**src/rtl/mux_seven_seg_driver.sv**
```systemverilog
// rtl/mux_seven_seg_driver.sv - time-multiplexed common-anode seven-segment driver
// Frame-synchronous value commit, per-digit dead time, blanking and leading-zero suppression.
module mux_seven_seg_driver #(
  parameter int DIGITS   = 4,
  parameter int PRESCALE = 50000,
  parameter int CNT_W    = 16
) (
  input  logic                  clk,
  input  logic                  reset,
  input  logic                  load,
  input  logic [4*DIGITS-1:0]   value,
  input  logic [DIGITS-1:0]     blank_mask,
  input  logic                  lz_en,
  output logic [0:6]            seg,
  output logic [DIGITS-1:0]     an,
  output logic                  frame_tick
);

  localparam int IDX_W = (DIGITS > 1) ? $clog2(DIGITS) : 1;
  localparam logic [CNT_W-1:0] PC_LAST  = CNT_W'(PRESCALE - 1);
  localparam logic [IDX_W-1:0] IDX_LAST = IDX_W'(DIGITS - 1);

  logic [CNT_W-1:0]    pc;
  logic [IDX_W-1:0]    idx;
  logic [4*DIGITS-1:0] shadow;
  logic [4*DIGITS-1:0] disp;
  logic                pending;

  logic                pc_last;
  logic                wrap;
  logic [3:0]          nib;
  logic [DIGITS-1:0]   zero_from;
  logic                acc;
  logic                dark;
  logic [DIGITS-1:0]   an_on;

  function automatic logic [0:6] glyph(input logic [3:0] n);
    case (n)
      4'h0: glyph = 7'b0000001;
      4'h1: glyph = 7'b1001111;
      4'h2: glyph = 7'b0010010;
      4'h3: glyph = 7'b0000110;
      4'h4: glyph = 7'b1001100;
      4'h5: glyph = 7'b0100100;
      4'h6: glyph = 7'b0100000;
      4'h7: glyph = 7'b0001111;
      4'h8: glyph = 7'b0000000;
      4'h9: glyph = 7'b0000100;
      4'hA: glyph = 7'b0001000;
      4'hB: glyph = 7'b1100000;
      4'hC: glyph = 7'b0110001;
      4'hD: glyph = 7'b1000010;
      4'hE: glyph = 7'b0110000;
      default: glyph = 7'b0111000;
    endcase
  endfunction

  assign pc_last = (pc == PC_LAST);
  assign wrap    = pc_last && (idx == IDX_LAST);
  assign nib     = disp[idx*4 +: 4];
  assign an_on   = ~(DIGITS'(1) << idx);

  // zero_from[i]: nibbles i..DIGITS-1 of the committed value are all zero
  always_comb begin
    acc       = 1'b1;
    zero_from = '0;
    for (int i = DIGITS - 1; i >= 0; i--) begin
      acc          = acc & (disp[4*i +: 4] == 4'd0);
      zero_from[i] = acc;
    end
  end

  assign dark = blank_mask[idx] | (lz_en & (idx != '0) & zero_from[idx]);

  always_ff @(posedge clk or posedge reset) begin
    if (reset) begin
      pc         <= '0;
      idx        <= '0;
      shadow     <= '0;
      disp       <= '0;
      pending    <= 1'b0;
      seg        <= '1;
      an         <= '1;
      frame_tick <= 1'b0;
    end else begin
      pc <= pc_last ? '0 : pc + 1'b1;
      if (pc_last)
        idx <= (idx == IDX_LAST) ? '0 : idx + 1'b1;

      // a load on the wrap edge bypasses the shadow so it lands in the next frame
      if (load) begin
        if (wrap) begin
          disp    <= value;
          pending <= 1'b0;
        end else begin
          shadow  <= value;
          pending <= 1'b1;
        end
      end else if (wrap && pending) begin
        disp    <= shadow;
        pending <= 1'b0;
      end

      frame_tick <= wrap;

      if (pc == '0 || dark) begin
        an  <= '1;
        seg <= '1;
      end else begin
        an  <= an_on;
        seg <= glyph(nib);
      end
    end
  end

endmodule

```
**config.mk**
```make
export PLATFORM = sky130hd
export DESIGN_NAME = mux_seven_seg_driver
export DESIGN_NICKNAME = d
export VERILOG_FILES = /design/src/rtl/mux_seven_seg_driver.sv
export SDC_FILE = /design/constraint.sdc
export NUM_CORES = 1
export LEC_CHECK = 0
export ABC_AREA = 1
export CORE_MARGIN = 2
export CORE_UTILIZATION = 30
export CTS_BUF_LIST = sky130_fd_sc_hd__clkbuf_4
export CTS_CLUSTER_SIZE = 12
export DETAILED_ROUTE_END_ITERATION = 8
export PLACE_DENSITY = 0.51
export REMOVE_ABC_BUFFERS = 1
export SYNTH_ARGS = -nofsm -noshare
export SYNTH_HDL_FRONTEND = slang
export SYNTH_SLANG_ARGS = --single-unit
```
**constraint.sdc**
```tcl
create_clock -name clk -period 2.44 [get_ports clk]
set_input_delay 0.244 -clock clk [delete_from_list [all_inputs] [get_ports clk]]
set_output_delay 0.244 -clock clk [all_outputs]
set_load 0.01 [all_outputs]
```
# Yosys cells after proc, flatten, opt, wreduce, memory -nomap -nowiden
# Memory sizes are Yosys's and may differ from the RTL's.
# Cells that the tools add are included.
# word_totals
memories	1
inputBits	24
regBits	63
mem_bits_ro	112
output_inout_bits	12
word_cells	51
# classes
reduce_logical	12
shifts	2
bitwise_logic	8
n_lt_le_gt_ge	1
n_eq_ne	3
mux	14
add_sub_neg	2
# mem_list
memory	depth	width	read_ports	rd_clocked_by_memory_dff	write_ports	line_no	text
(name not given)	16	7	1	0	0	38	case (n)
# ops
cell	n
$mux W16	4
$add A16 B1 Y16 const B	1
$eq A16 B16 Y1 const B	1
$logic_not A16 Y1	1
$logic_not A4 Y1	4
$shiftx A16 B5 Y4	1
$mux W7	1
$and A1 B1 Y1	5
$mux W1	5
$bmux W1 S2	2
$mux W4	1
$not A4 Y4	1
$reduce_and A2 Y1	2
$reduce_bool A2 Y1	2
$shl A1 B2 Y4 const A	1
$lt A2 B3 Y1 const B	1
$add A2 B1 Y2 const B	1
$eq A2 B2 Y1 const B	1
$logic_and A1 B1 Y1	2
$mux W2	1
$ne A2 B1 Y1 const B	1
$logic_or A1 B1 Y1	1
$not A1 Y1	1
$or A1 B1 Y1	1

# Depth between registers and ports, before layout
# logic_depth
depth_word	10
ltp_mapped	13
depth_no_buf	12

# Worst setup path before layout
# No wires, ideal clock.
# synth_timing
kind	register to register
from	register idx[0]
to	register seg[3] (netlist bit)
slack_ns	0.808
arrival_time_ns	1.571
path_stages_with_launch	14
synth_period_minus_slack_ns	1.632
setup_time_ns	0.061
cell_sequence	dfrtp_1 > inv_1 > buf_6 > nand2_1 > nand3_1 > nand2_1 > ha_1 > inv_1 > nand3_1 > nand2_1 > nand2_1 > nand2_1 > inv_1 > nand2_1
# synth_between
elab_chain_cells	6
word_cells_on_any_way	12
# synth_lines
item	line_no	text
start, declared	24	logic [IDX_W-1:0] idx;
start signal, assigned	88	idx <= (idx == IDX_LAST) ? '0 : idx + 1'b1;
branches (longest 5 deep; another with $mem_v2 Z16 W7)	-	
$mux W7 (*)	106	if (pc == '0 || dark) begin
end signal, assigned	111	seg <= glyph(nib);
end, declared	14	output logic [0:6] seg,
# Mark *: on every way between the ends. The select of a mux whose other input is x is not followed.
# A chain may end at the register's enable or synchronous reset.

# Worst setup path in the final report
# Ends and elaborated chain as after synthesis.

==> metrics.txt <==
outcome=finished, final reports clean; mux share of post-synthesis cell area=approximately 5%; Post-Synth XOR/XNOR Area=2.19%; yosys warns=0; unique cell type count in the Yosys netlist=31; top-count cell post-synth=nand2_1; HP Class=in -> async; R2R Path Start=idx[0]; WL final=between 7000 and 8000 µm; met2 wire len=3420 µm; # DRC=0; worst path required time=2790 ps; crit end category=flop; CTS tree=built; Simple-Gate Fraction of Synth Area=35.2%; initial antenna violation count=1; DR top layer=met4; wire per inst=12.6 µm; # IOs=36; fraction of the mapped netlist area in compound gates=between 1.5 and 2%; CTS Buffer Depth=2; first-pass GRT wire length=13800 µm; footprint of the multi-input gates=approximately 1700 µm²; period utilization=87.6%; slew margin rel.=71.1%; clock latency on the worst-skew pair=between 400 and 500 ps; CTS buffer count=9; largest family of logic cells by synthesized area=simple AND/OR/NAND/NOR gates; Post-Syn Area per Cell=8.08 µm²; Seq/Total Area, Yosys=between 40 and 50%; Max Cap Violations=0; Post-synth top flop=dfrtp_1; Cell Area, Synth=3600 µm²; # Post-CTS Setup Buffers=0; FILL cells=1259; row cnt=40; leading area contributor after synthesis=dfrtp_1; commonest cells in the netlist=nand2_1 (158), dfrtp_1 (52), nand3_1 (44); LEAKAGE=0.00209 µW; vias per cell=4.63; fin cells=631; Die W=between 100 and 150 µm; pwr dens=roughly 470 nW/µm²; setup TNS=0 ps; critical path type=reg -> reg; die area=12900 µm²; Yosys reg bits=63; core area=11900 µm²; Congestion Overflow GR=0; Tightest Pin Transition=433 ps; crit path time final=2140 ps; Synth Area in Adders=~4.2%; PortBufs=35; final core occ=approximately 35%; PnR worst setup slack=~300 ps; clk sinks=63; DRT met1 WL=4070 µm; CTS Root Cell=clkbuf_4; hpwl dp=5620 µm; GPL Wtd Cong=~0.81; Initial Util=30.4%; layout cells sized above 1=13.0%; Post-synth EDFFs=0; RSZ-0062 raised after global routing=false; Post-Syn Instances=446; DRT antenna net count=0; DR vias=2920; CP max FO=15; final hold violation count=0; CTS clk-pin slew, worst paths=130 ps; critical path arrival=about 2500 ps; largest net degree at the start of global routing=64; clk_skew=24.5 ps; final-report setup violation count=0; Area growth syn-to-layout=16.6%; Fmax achieved=roughly 470 MHz; 1st-iter DRT viols=133; Pins Over Slew Limit=0; maximum vdd drop=0.181 mV; vias in the first global route=about 2800; nature of the critical path startpoint=flop; H-tree levels=3; Post-synth ARST share=100%; dominant cells by area after synthesis=dfrtp_1 (36%), nand2_1 (16%), dfstp_2 (8.0%); CTS Hold Buffers Added=0; drt first pass iters=6; Place WS=307 ps; top cell type's share of synthesized area=around 36%; Die Y-Extent=roughly 110 µm; Crit. Startpoint=idx[0]; Final nets=514; metal3 WL=341 µm; post-CTS sizing=0; Post-Place Cells=around 610; gr usage total=a little over an eighth; Sequential Area=~1600 µm²
[final cells by class]
| cell class | count | share of cell area [%] |
|---|---|---|
| Tap cell | 147 | 4.38 |
| Timing Repair Buffer | 39 | 9.95 |
| Antenna cell | 1 | 0.0596 |
| Inverter | 33 | 3.01 |
| Multi-Input combinational cell | 332 | 41.3 |
| Sequential cell | 63 | 37.9 |
| Clock buffer | 9 | 1.61 |
| Clock inverter | 7 | 1.76 |
[through the flow]
stage	cell area [µm²]	power (µW)	hold WS, ps
floorplan	3450	1180	388
global placement	4050	1270	450
detailed placement	4050	1280	455
CTS	4190	2020	193
global route	4200	2090	185
finish	4200	1980	191
[sequential cells by signal, summed over array words and instances, names as in the netlist]
signal	flops
disp	16
pc	16
shadow	16
seg	7
an	4
idx	2
frame_tick	1
pending	1
[final timing paths]
check                                  to  slack [ps]  depth (start not counted)
worst max-delay path               seg[3]         300                         12
worst min-delay path                pc[9]         190                          3
max in group asynchronous          seg[1]        1900                          3
worst min register to register  shadow[9]         480                          2
worst max register to register     seg[3]         300                         12
min in group clk                shadow[7]         420                          3
[layout by cell type (no fill, tap or decap), types with 11 or more instances in the layout]
cell type	instances
nor2_1	41
inv_1	29
clkdlybuf4s50_1	35
ha_1	12
nand4_1	20
dfrtp_1	51
nand2_1	158
nand3_1	44
dfstp_2	11
mux2_2	16
[critical path: stages, from the launching register on]
cell	delay, ps
dfrtp_2	520
inv_1	370
nand2_1	140
nand3_1	100
nand2_1	170
ha_1	360
inv_1	60
nand3_1	70
nand2_1	70
nand2_1	50
nand2_1	60
inv_1	30
nand2_1	50
[kinds of logic (layout without fill, tap and decap cells)]
| logic type | count (synthesis) | count (layout) |
|---|---|---|
| AO/OA/AOI/OAI | 11 | 11 |
| other | 0 | 1 |
| flip-flops | 63 | 63 |
| buffers and inverters | 51 | 88 |
| XOR/XNOR | 9 | 9 |
| adder cells (fa/ha/maj) | 12 | 12 |
| multiplexers | 16 | 16 |
| AND/OR/NAND/NOR | 284 | 284 |
[layer usage]
layer	global-route usage (%)	vias to the layer above
li1	-	1495
met1	18.7	1352
met2	19.8	65
met3	3.19	8
met4	6.34	0
met5	0	-
[power breakdown]
part           switching, µW  internal, µW  total [µW]
Sequential              12.6          1080        1090
Combinational           75.7          86.5         162
Clock                    416           311         727
Total                    504          1480        1980
(Power assumes the default switching activity.)
